**src/rtl/seq_alu_pkg.sv**
```systemverilog
// Shared ALU definitions: opcode map and FSM state encodings.
// Also imported by the control unit so both agree on the opcode values.
package seq_alu_pkg;

  typedef enum logic [2:0] {
    OP_FWD  = 3'b000,
    OP_ADD  = 3'b001,
    OP_AND  = 3'b010,
    OP_OR   = 3'b011,
    OP_MULT = 3'b100,
    OP_SLL  = 3'b101,
    OP_SRA  = 3'b110,
    OP_ROR  = 3'b111
  } op_e;

  typedef enum logic {
    ST_IDLE = 1'b0,
    ST_RUN  = 1'b1
  } state_e;

endpackage

```
**src/rtl/seq_alu_step.sv**
```systemverilog
// Combinational single-step datapath of the iterative ALU.
// MULT uses acc/mcand/mplier; the shift ops only move acc by one bit.
module seq_alu_step
  import seq_alu_pkg::*;
#(
  parameter int WIDTH = 8
) (
  input  op_e              op_i,
  input  logic [WIDTH-1:0] acc_i,
  input  logic [WIDTH-1:0] mcand_i,
  input  logic [WIDTH-1:0] mplier_i,
  input  logic             sign_i,
  output logic [WIDTH-1:0] acc_o,
  output logic [WIDTH-1:0] mcand_o,
  output logic [WIDTH-1:0] mplier_o
);

  // One shift-add or one single-bit shift/rotate step
  always_comb begin
    acc_o    = acc_i;
    mcand_o  = mcand_i;
    mplier_o = mplier_i;
    case (op_i)
      OP_MULT: begin
        // Accumulator is WIDTH bits, so the carry out is dropped on purpose
        if (mplier_i[0]) acc_o = acc_i + mcand_i;
        mcand_o  = mcand_i << 1;
        mplier_o = mplier_i >> 1;
      end
      OP_SLL:  acc_o = {acc_i[WIDTH-2:0], 1'b0};
      OP_SRA:  acc_o = {sign_i, acc_i[WIDTH-1:1]};
      OP_ROR:  acc_o = {acc_i[0], acc_i[WIDTH-1:1]};
      default: ;
    endcase
  end

endmodule

```
**src/rtl/seq_alu.sv**
```systemverilog
// Multi-cycle ALU with start/busy/done handshake.
// Single-step ops finish at the accept edge; MULT and shifts iterate.
module seq_alu
  import seq_alu_pkg::*;
#(
  parameter int WIDTH = 8,
  parameter int CNT_W = 8
) (
  input  logic             CLK,
  input  logic             RESET,
  input  logic             START,
  input  logic [2:0]       SELECT,
  input  logic [WIDTH-1:0] DATA1,
  input  logic [WIDTH-1:0] DATA2,
  output logic [WIDTH-1:0] RESULT,
  output logic             ZERO,
  output logic             BUSY,
  output logic             DONE
);

  // Wide enough for both the shift amount and the WIDTH constant
  localparam int XW = (WIDTH > CNT_W) ? WIDTH : CNT_W;

  state_e           state_q;
  op_e              op_q;
  logic [CNT_W-1:0] cnt_q;
  logic [WIDTH-1:0] acc_q, mcand_q, mplier_q;
  logic             sign_q;
  logic [WIDTH-1:0] result_q;
  logic             zero_q, busy_q, done_q;

  op_e              op_in;
  logic [XW-1:0]    b_x;
  logic [CNT_W-1:0] n_d;
  logic [WIDTH-1:0] quick_d;
  logic [WIDTH-1:0] acc_d, mcand_d, mplier_d;

  assign op_in = op_e'(SELECT);
  assign b_x   = XW'(DATA2);

  // Step count and one-step result for the incoming request
  always_comb begin
    n_d     = '0;
    quick_d = DATA1;
    case (op_in)
      OP_FWD:  quick_d = DATA2;
      OP_ADD:  quick_d = DATA1 + DATA2;
      OP_AND:  quick_d = DATA1 & DATA2;
      OP_OR:   quick_d = DATA1 | DATA2;
      OP_MULT: n_d = CNT_W'(WIDTH);
      OP_SLL, OP_SRA:
        n_d = (b_x >= XW'(WIDTH)) ? CNT_W'(WIDTH) : CNT_W'(b_x);
      // A rotate by a multiple of WIDTH is a no-op and completes at once
      OP_ROR:  n_d = CNT_W'(b_x % XW'(WIDTH));
      default: ;
    endcase
  end

  seq_alu_step #(.WIDTH(WIDTH)) u_step (
    .op_i     (op_q),
    .acc_i    (acc_q),
    .mcand_i  (mcand_q),
    .mplier_i (mplier_q),
    .sign_i   (sign_q),
    .acc_o    (acc_d),
    .mcand_o  (mcand_d),
    .mplier_o (mplier_d)
  );

  // Control FSM, iteration registers and registered outputs
  always_ff @(posedge CLK) begin
    if (RESET) begin
      state_q  <= ST_IDLE;
      op_q     <= OP_FWD;
      cnt_q    <= '0;
      acc_q    <= '0;
      mcand_q  <= '0;
      mplier_q <= '0;
      sign_q   <= 1'b0;
      result_q <= '0;
      zero_q   <= 1'b0;
      busy_q   <= 1'b0;
      done_q   <= 1'b0;
    end else begin
      done_q <= 1'b0;
      case (state_q)
        ST_IDLE: begin
          if (START) begin
            if (n_d == '0) begin
              result_q <= quick_d;
              zero_q   <= (quick_d == '0);
              done_q   <= 1'b1;
            end else begin
              op_q     <= op_in;
              cnt_q    <= n_d;
              acc_q    <= (op_in == OP_MULT) ? '0 : DATA1;
              mcand_q  <= DATA1;
              mplier_q <= DATA2;
              sign_q   <= DATA1[WIDTH-1];
              busy_q   <= 1'b1;
              state_q  <= ST_RUN;
            end
          end
        end
        ST_RUN: begin
          acc_q    <= acc_d;
          mcand_q  <= mcand_d;
          mplier_q <= mplier_d;
          cnt_q    <= cnt_q - 1'b1;
          if (cnt_q == CNT_W'(1)) begin
            result_q <= acc_d;
            zero_q   <= (acc_d == '0);
            busy_q   <= 1'b0;
            done_q   <= 1'b1;
            state_q  <= ST_IDLE;
          end
        end
        default: state_q <= ST_IDLE;
      endcase
    end
  end

  assign RESULT = result_q;
  assign ZERO   = zero_q;
  assign BUSY   = busy_q;
  assign DONE   = done_q;

endmodule

```
**config.mk**
```make
export PLATFORM = sky130hd
export DESIGN_NAME = seq_alu
export DESIGN_NICKNAME = d
export VERILOG_FILES = /design/src/rtl/seq_alu_pkg.sv /design/src/rtl/seq_alu_step.sv /design/src/rtl/seq_alu.sv
export SDC_FILE = /design/constraint.sdc
export NUM_CORES = 1
export LEC_CHECK = 0
export CAP_MARGIN = 40
export CORE_UTILIZATION = 55
export DETAILED_ROUTE_END_ITERATION = 8
export HOLD_SLACK_MARGIN = 0.05
export PLACE_DENSITY = 0.77
export SLEW_MARGIN = 10
export SYNTH_ARGS = -nofsm -noshare
export SYNTH_HDL_FRONTEND = slang
export SYNTH_HIERARCHICAL = 1
export SYNTH_SLANG_ARGS = --single-unit
```
**constraint.sdc**
```tcl
create_clock -name CLK -period 2.65 [get_ports CLK]
set_input_delay 0.3975 -clock CLK [delete_from_list [all_inputs] [get_ports CLK]]
set_output_delay 0.3975 -clock CLK [all_outputs]
set_load 0.01 [all_outputs]
```
After elaboration in Yosys (flattened, before gate mapping)
Cells that the tools add are included.
- register bits after elaboration: 48
- input bits: 22
- output and inout bits: 11
- word-level logic and storage cells: 86
- add/subtract/negate cells: 3
- $lt $le $gt $ge: 1
- equality and inequality tests: 17
- muxes and demuxes: 40
- bitwise operators: 4
- reductions and logical operators: 10
- operator list (kind ; number):
    2-to-1 mux 8 bit ; 16
    one-hot mux 8 bit (2 select lines) ; 5
    one-hot mux 8 bit (4 select lines) ; 2
    equality test 3 bit, second input constant ; 8
    zero test 8 bit ; 3
    one-hot mux 8 bit (3 select lines) ; 1
    adder 8 bit ; 2
    2-to-1 mux 1 bit ; 12
    AND reduction 3 bit ; 4
    bitwise AND 8 bit ; 1
    equality test 8 x 1 -> 1 bit, second input constant ; 1
    >= comparator 8 x 4 -> 1 bit, second input constant ; 1
    bitwise OR 8 bit ; 1
    one-hot mux 1 bit (2 select lines) ; 4
    subtractor 8 x 1 -> 8 bit, second input constant ; 1
    equality test 3 x 2 -> 1 bit, second input constant ; 2
    != test 2 bit, second input constant ; 3
    != test 2 x 1 -> 1 bit, second input constant ; 2
    equality test 3 x 1 -> 1 bit, second input constant ; 1
    zero test 3 bit ; 1
    NOT 1 bit ; 2
    AND reduction 2 bit ; 1
    OR reduction 2 bit ; 1

Logic depth before layout (Yosys ltp)
Gate-level depths: netlist of run 1.
- word-level depth: 7
- depth in mapped cells: 12
- gate-level depth less buffers: 12

By module
The synthesis of run 1 kept the hierarchy.
- by module, submodules not included (module ; times used ; cells an instance ; area an instance (µm²) ; sequential area each (µm²)):
    seq_alu ; 1 ; 349 ; 3010.4 ; 960.9
    seq_alu_step ; 1 ; 92 ; 723.2 ; 0.0

Worst setup path before layout of run 1
Ideal clock, no wire load.
- kind: register -> register
- start point: reg acc_q[0]
- end point: reg zero_q, in the netlist ZERO
- setup time: 0.087 ns
- arrival time: 2.356 ns
- data required time: 2.563 ns
- path slack: 0.207 ns
- cell stages (with the launch flop): 13
- path buffers: 0
- clock period less this slack: 2.443 ns
- path through: dfxtp_1 > ha_1 > fa_1 > a21o_1 > a221oi_2 > xor2_1 > a21boi_1 > o22a_1 > nor4_1 > nand3b_1 > nor3_1 > o21bai_1 > o31ai_1
- word-level cells in the longest chain between the ends: 6
- RTL lines (element ; RTL line ; text):
    start: declaration ; seq_alu.sv:27 ; logic [WIDTH-1:0] acc_q, mcand_q, mplier_q;
    start signal: assignment ; seq_alu.sv:96 ; acc_q <= (op_in == OP_MULT) ? '0 : DATA1;
    adder 8 bit ; seq_alu_step.sv:26 ; if (mplier_i[0]) acc_o = acc_i + mcand_i;
    2-to-1 mux 8 bit ; seq_alu_step.sv:26 ;
    one-hot mux 8 bit (4 select lines) ; seq_alu_step.sv:23 ; case (op_i)
    net acc_d[6] ; seq_alu.sv:36 ; logic [WIDTH-1:0] acc_d, mcand_d, mplier_d;
    zero test 8 bit ; seq_alu.sv:112 ; zero_q <= (acc_d == '0);
    2-to-1 mux 1 bit ; seq_alu.sv:110 ; if (cnt_q == CNT_W'(1)) begin
    one-hot mux 1 bit (2 select lines) ; seq_alu.sv:86 ; case (state_q)
    end signal: assignment ; seq_alu.sv:91 ; zero_q <= (quick_d == '0);
    end signal: assignment ; seq_alu.sv:112 ;
    end: declaration ; seq_alu.sv:30 ; logic zero_q, busy_q, done_q;
The timed path passes the listed nets, and every way through them passes these cells. The select of a mux whose other input is x is not followed.
A chain may end at the register's enable or synchronous reset.

Worst setup path after layout of run 1
- start point: reg mcand_q[0]
- end point: reg zero_q, in the netlist ZERO
- word-level cells in the longest chain between the ends: 6
- RTL lines (element ; RTL line ; text):
    start: declaration ; seq_alu.sv:27 ;
    start signal: assignment ; seq_alu.sv:107 ; mcand_q <= mcand_d;
    adder 8 bit ; seq_alu_step.sv:26 ;
    2-to-1 mux 8 bit ; seq_alu_step.sv:26 ;
    one-hot mux 8 bit (4 select lines) ; seq_alu_step.sv:23 ;
    net acc_d[6] ; seq_alu.sv:36 ;
    zero test 8 bit ; seq_alu.sv:112 ;
    2-to-1 mux 1 bit ; seq_alu.sv:110 ;
    one-hot mux 1 bit (2 select lines) ; seq_alu.sv:86 ;
The timed path passes the listed nets, and every way through them passes these cells. The select of a mux whose other input is x is not followed.

==> results of run 1 <==
[synth_stat cells (all sizes together) (12+ instances only)]
cell and number:
nor3 13, a222oi 15, ha 25, buf 15, nand3 12, nand2 37, nor2 44, dfxtp 48
mux2 15, inv 26, a21oi 38, o21ai 15
[through the flow]
step / cell area (um2) / setup slack, ps / util / hold WS (ps) / power [mW]
2_1_floorplan: 3730 / 207 / - / 434 / 1.19
3_3_place_gp: 4440 / -125 / 0.687 / 443 / 1.41
3_5_place_dp: 4440 / -121 / 0.688 / 446 / 1.43
4_1_cts: 4550 / 4.21 / 0.704 / 459 / 1.90
5_1_grt: 4590 / -70.6 / 0.710 / 490 / 2.00
6_report: 4590 / 69.2 / 0.710 / 457 / 1.91
[area by class of cell]
| class | instances | area (um2) | share of cell area |
|---|---|---|---|
| repair buffers | 89 | 756 | 0.165 |
| well taps | 77 | 96.3 | 0.0210 |
| flip-flops and latches | 48 | 963 | 0.210 |
| clock inverters | 2 | 13.8 | 0.00300 |
| inverters | 26 | 97.6 | 0.0213 |
| clock buffers | 6 | 82.6 | 0.0180 |
| multi-input cells | 341 | 2580 | 0.562 |
[timing repair]
action	4_1_cts	5_1_grt
endpoints found under the setup margin	1	2
endpoints found under the hold margin	0	0
hold buffers	0	0
resized for setup	1	7
pin swaps	3	7
buffers inserted	1	1
[power by group through the flow]
stage | clock network, mW | logic (mW) | registers (mW)
after floorplan | 0 | 0.374 | 0.820
after global placement | 0 | 0.587 | 0.826
after detailed placement | 0 | 0.604 | 0.827
after CTS | 0.479 | 0.609 | 0.811
after global routing | 0.508 | 0.677 | 0.819
final | 0.473 | 0.621 | 0.813
[worst max-delay path by stage]
stage	from	end	slack, ps	cells after the start
2_1_floorplan	acc_q[0]$_SDFFE_PP0P_	ZERO$_SDFFE_PP0P_	210	12
4_1_cts	acc_q[0]$_SDFFE_PP0P_	ZERO$_SDFFE_PP0P_	4	12
3_5_place_dp	DATA1[0]	ZERO$_SDFFE_PP0P_	-120	9
3_3_place_gp	SELECT[0]	mcand_q[7]$_SDFFE_PP0P_	-130	7
5_1_grt	mcand_q[0]$_SDFFE_PP0P_	ZERO$_SDFFE_PP0P_	-70	12
6_report	mcand_q[0]$_SDFFE_PP0P_	ZERO$_SDFFE_PP0P_	70	12
[placed cells by master, fill, tap and decap left out, types with 6 or more instances in the layout]
master           instances
a21oi_1                 28
a21oi_2                  9
a222oi_1                15
a22oi_2                  7
buf_4                   56
clkbuf_8                 6
clkdlybuf4s50_1         31
dfxtp_1                 46
ha_1                    24
inv_1                   25
mux2_2                  15
mux2i_1                  6
nand2_1                 36
nand3_1                 12
nor2_1                  42
nor2b_1                  7
nor3_1                   6
nor3_2                   7
o21a_1                   6
o21ai_0                 11
[registers in the layout, indices dropped and copies added (netlist names)]
name      cells
RESULT        8
acc_q         8
cnt_q         8
mcand_q       8
mplier_q      8
op_q          3
BUSY          1
DONE          1
ZERO          1
sign_q        1
state_q       1
[per-layer routing]
| layer | share of wire | vias up | wire [um] |
|---|---|---|---|
| li1 | - | 1786 | - |
| met1 | 0.44 | 1801 | 4560 |
| met2 | 0.48 | 140 | 5030 |
| met3 | 0.061 | 24 | 640 |
| met4 | 0.022 | 0 | 226 |
| met5 | 0 | - | 0 |
[worst min-delay path, cell delays in order (launching register included)]
cell     delay (ps)
dfxtp_1         320
nand2_1          50
a21oi_1          50
[cells by family after synthesis]
family	Yosys count	share of synthesized area
multiplexers	23	0.0734
buffers and inverters	52	0.0617
XOR/XNOR	8	0.0188
AO/OA/AOI/OAI	141	0.299
adder cells (fa/ha/maj)	27	0.0945
AND/OR/NAND/NOR	142	0.195
flip-flops	48	0.257
==> results.ini, run 1 <==
[run_status]
status = completed

[worst_setup_path]
max_stage_delay_ps = 370
path_cells = ha_4 > fa_2 > a21o_1 > a221oi_2 > xor2_1 > a21boi_1 > o22a_1 > nor4_2 > nand3b_1 > nor3_2 > o21bai_1 > o31ai_1
reg2reg_to = ZERO$_SDFFE_PP0P_
worstPathArrival_ps = 2800
crit_type = reg -> reg
critPathBufInv = 0
cp.required_ps = 2870
cp_top_family = compound AO/OA/AOI/OAI gates
end_kind = flip-flop
r2r_cells = 12
cpMaxStageDelayCell = fa_2
rr_startpoint = mcand_q[0]$_SDFFE_PP0P_
crit_path_start_kind = flip-flop
r2r_slack_ps = 70
crit_fanout = 2

[logic_synthesis]
syn_nets = 490
yosysWarnings = 6
synth_area_per_cell_um2 = 8.47
synth_ff_type = dfxtp_1
synth-seq-cells = 48
synth_edf_count = 0
syn_inst = 441
ys_top_cells_by_area = dfxtp_1 26%, ha_1 8.4%, mux2_2 4.5%
synth_top_area_cell = dfxtp_1
synth_cell_types = 72
synth_top_area_share = 0.257
synth-seq-area-share = 0.257
ys_async_sr_fraction = 0
syn-cell-area_mm2 = 0.00373

[global_routing]
gr-usage-met3 = 0.0442
overflow = 0
antenna_found_initial = 0
grt_pass1_wl_mm = 17.6
use_met1 = 0.400
grt_max_degree = 45
gr-usage-met2 = 0.512
busiest_layer = met2
track_usage = 0.303
grt_pass1_vias = 3647

[place]
routabilityCongestion = 0.871
port-buffer-count = 32
hpwlAfterDp_mm = 7.85
dp_cells = 579

[sta]
final_max_slew_viol_count = 0
setup_violations = 0
grt_setup_unrepaired = yes
fin_worst_skew_ps = 9.66
final.setup.tns_ps = 0
min_period_ps = 2580
relSlewSlack = 0.574
tightestPinTransition_ps = 639
hold_viol = 0
fmax_mhz = 387
period_share = 0.974

[die]
rows = 29
fp.dieW_um = 84.4
die_area_mm2 = 0.00712
start_util = 0.578
die_y_um = 84.4
pin_count = 33
core_mm2 = 0.00646

[cts]
numCtsBuffers = 5
clock_path_buffers = 2
clk_pin_slew_ps = 100
cts_sinks = 48
worstSkewPairLatency_ps = 310
cts_root_buffer = clkbuf_8
cts_tree = built
htreeDepth = 2

[power]
p_int_mw = 1.27
p_seq_frac = 0.426
switching_power_mw = 0.634
combPwrFrac = 0.326
p_clk_frac = 0.248
peakVddDrop_uv = 258
netSwitchingFraction = 0.333
power_density_mw_per_mm2 = 416
p_leak_nw = 1.88

[drt]
vias = 3751
routed_wl_mm = 10.5
antenna_left = 0
drtIter0Drc = 311
drc = 0
dr.pass1.iters = 8
wl_per_cell_um = 17.8
via_per_inst = 6.37

[finish]
num-fill-cells = 514
areaGrowthSynthToFinish_pct = 22.8
drive_above_1_share = 0.250
antenna_cells = 0
final_cell_count_no_fill = 589
nNetsFinal = 560

[worst_hold_path]
min_to = RESULT[1]$_SDFFE_PP0P_
hold_path.class = reg -> reg
hold_path_depth = 2
min-delay-start = RESULT[1]$_SDFFE_PP0P_

[flow_run]
cap_viol_max_count = 0

(Power assumes the default switching activity.)
==> inputs of run 2 (changes only) <==
- CTS_CLUSTER_SIZE: unset -> 8
==> results of run 2 <==
Same layout as run 1: the final DEF is identical, and so are final timing and power.
==> inputs of run 3 (changes only) <==
- CTS_CLUSTER_DIAMETER: unset -> 120
==> results of run 3 <==
Same layout as run 1: the final DEF is identical, and so are final timing and power.
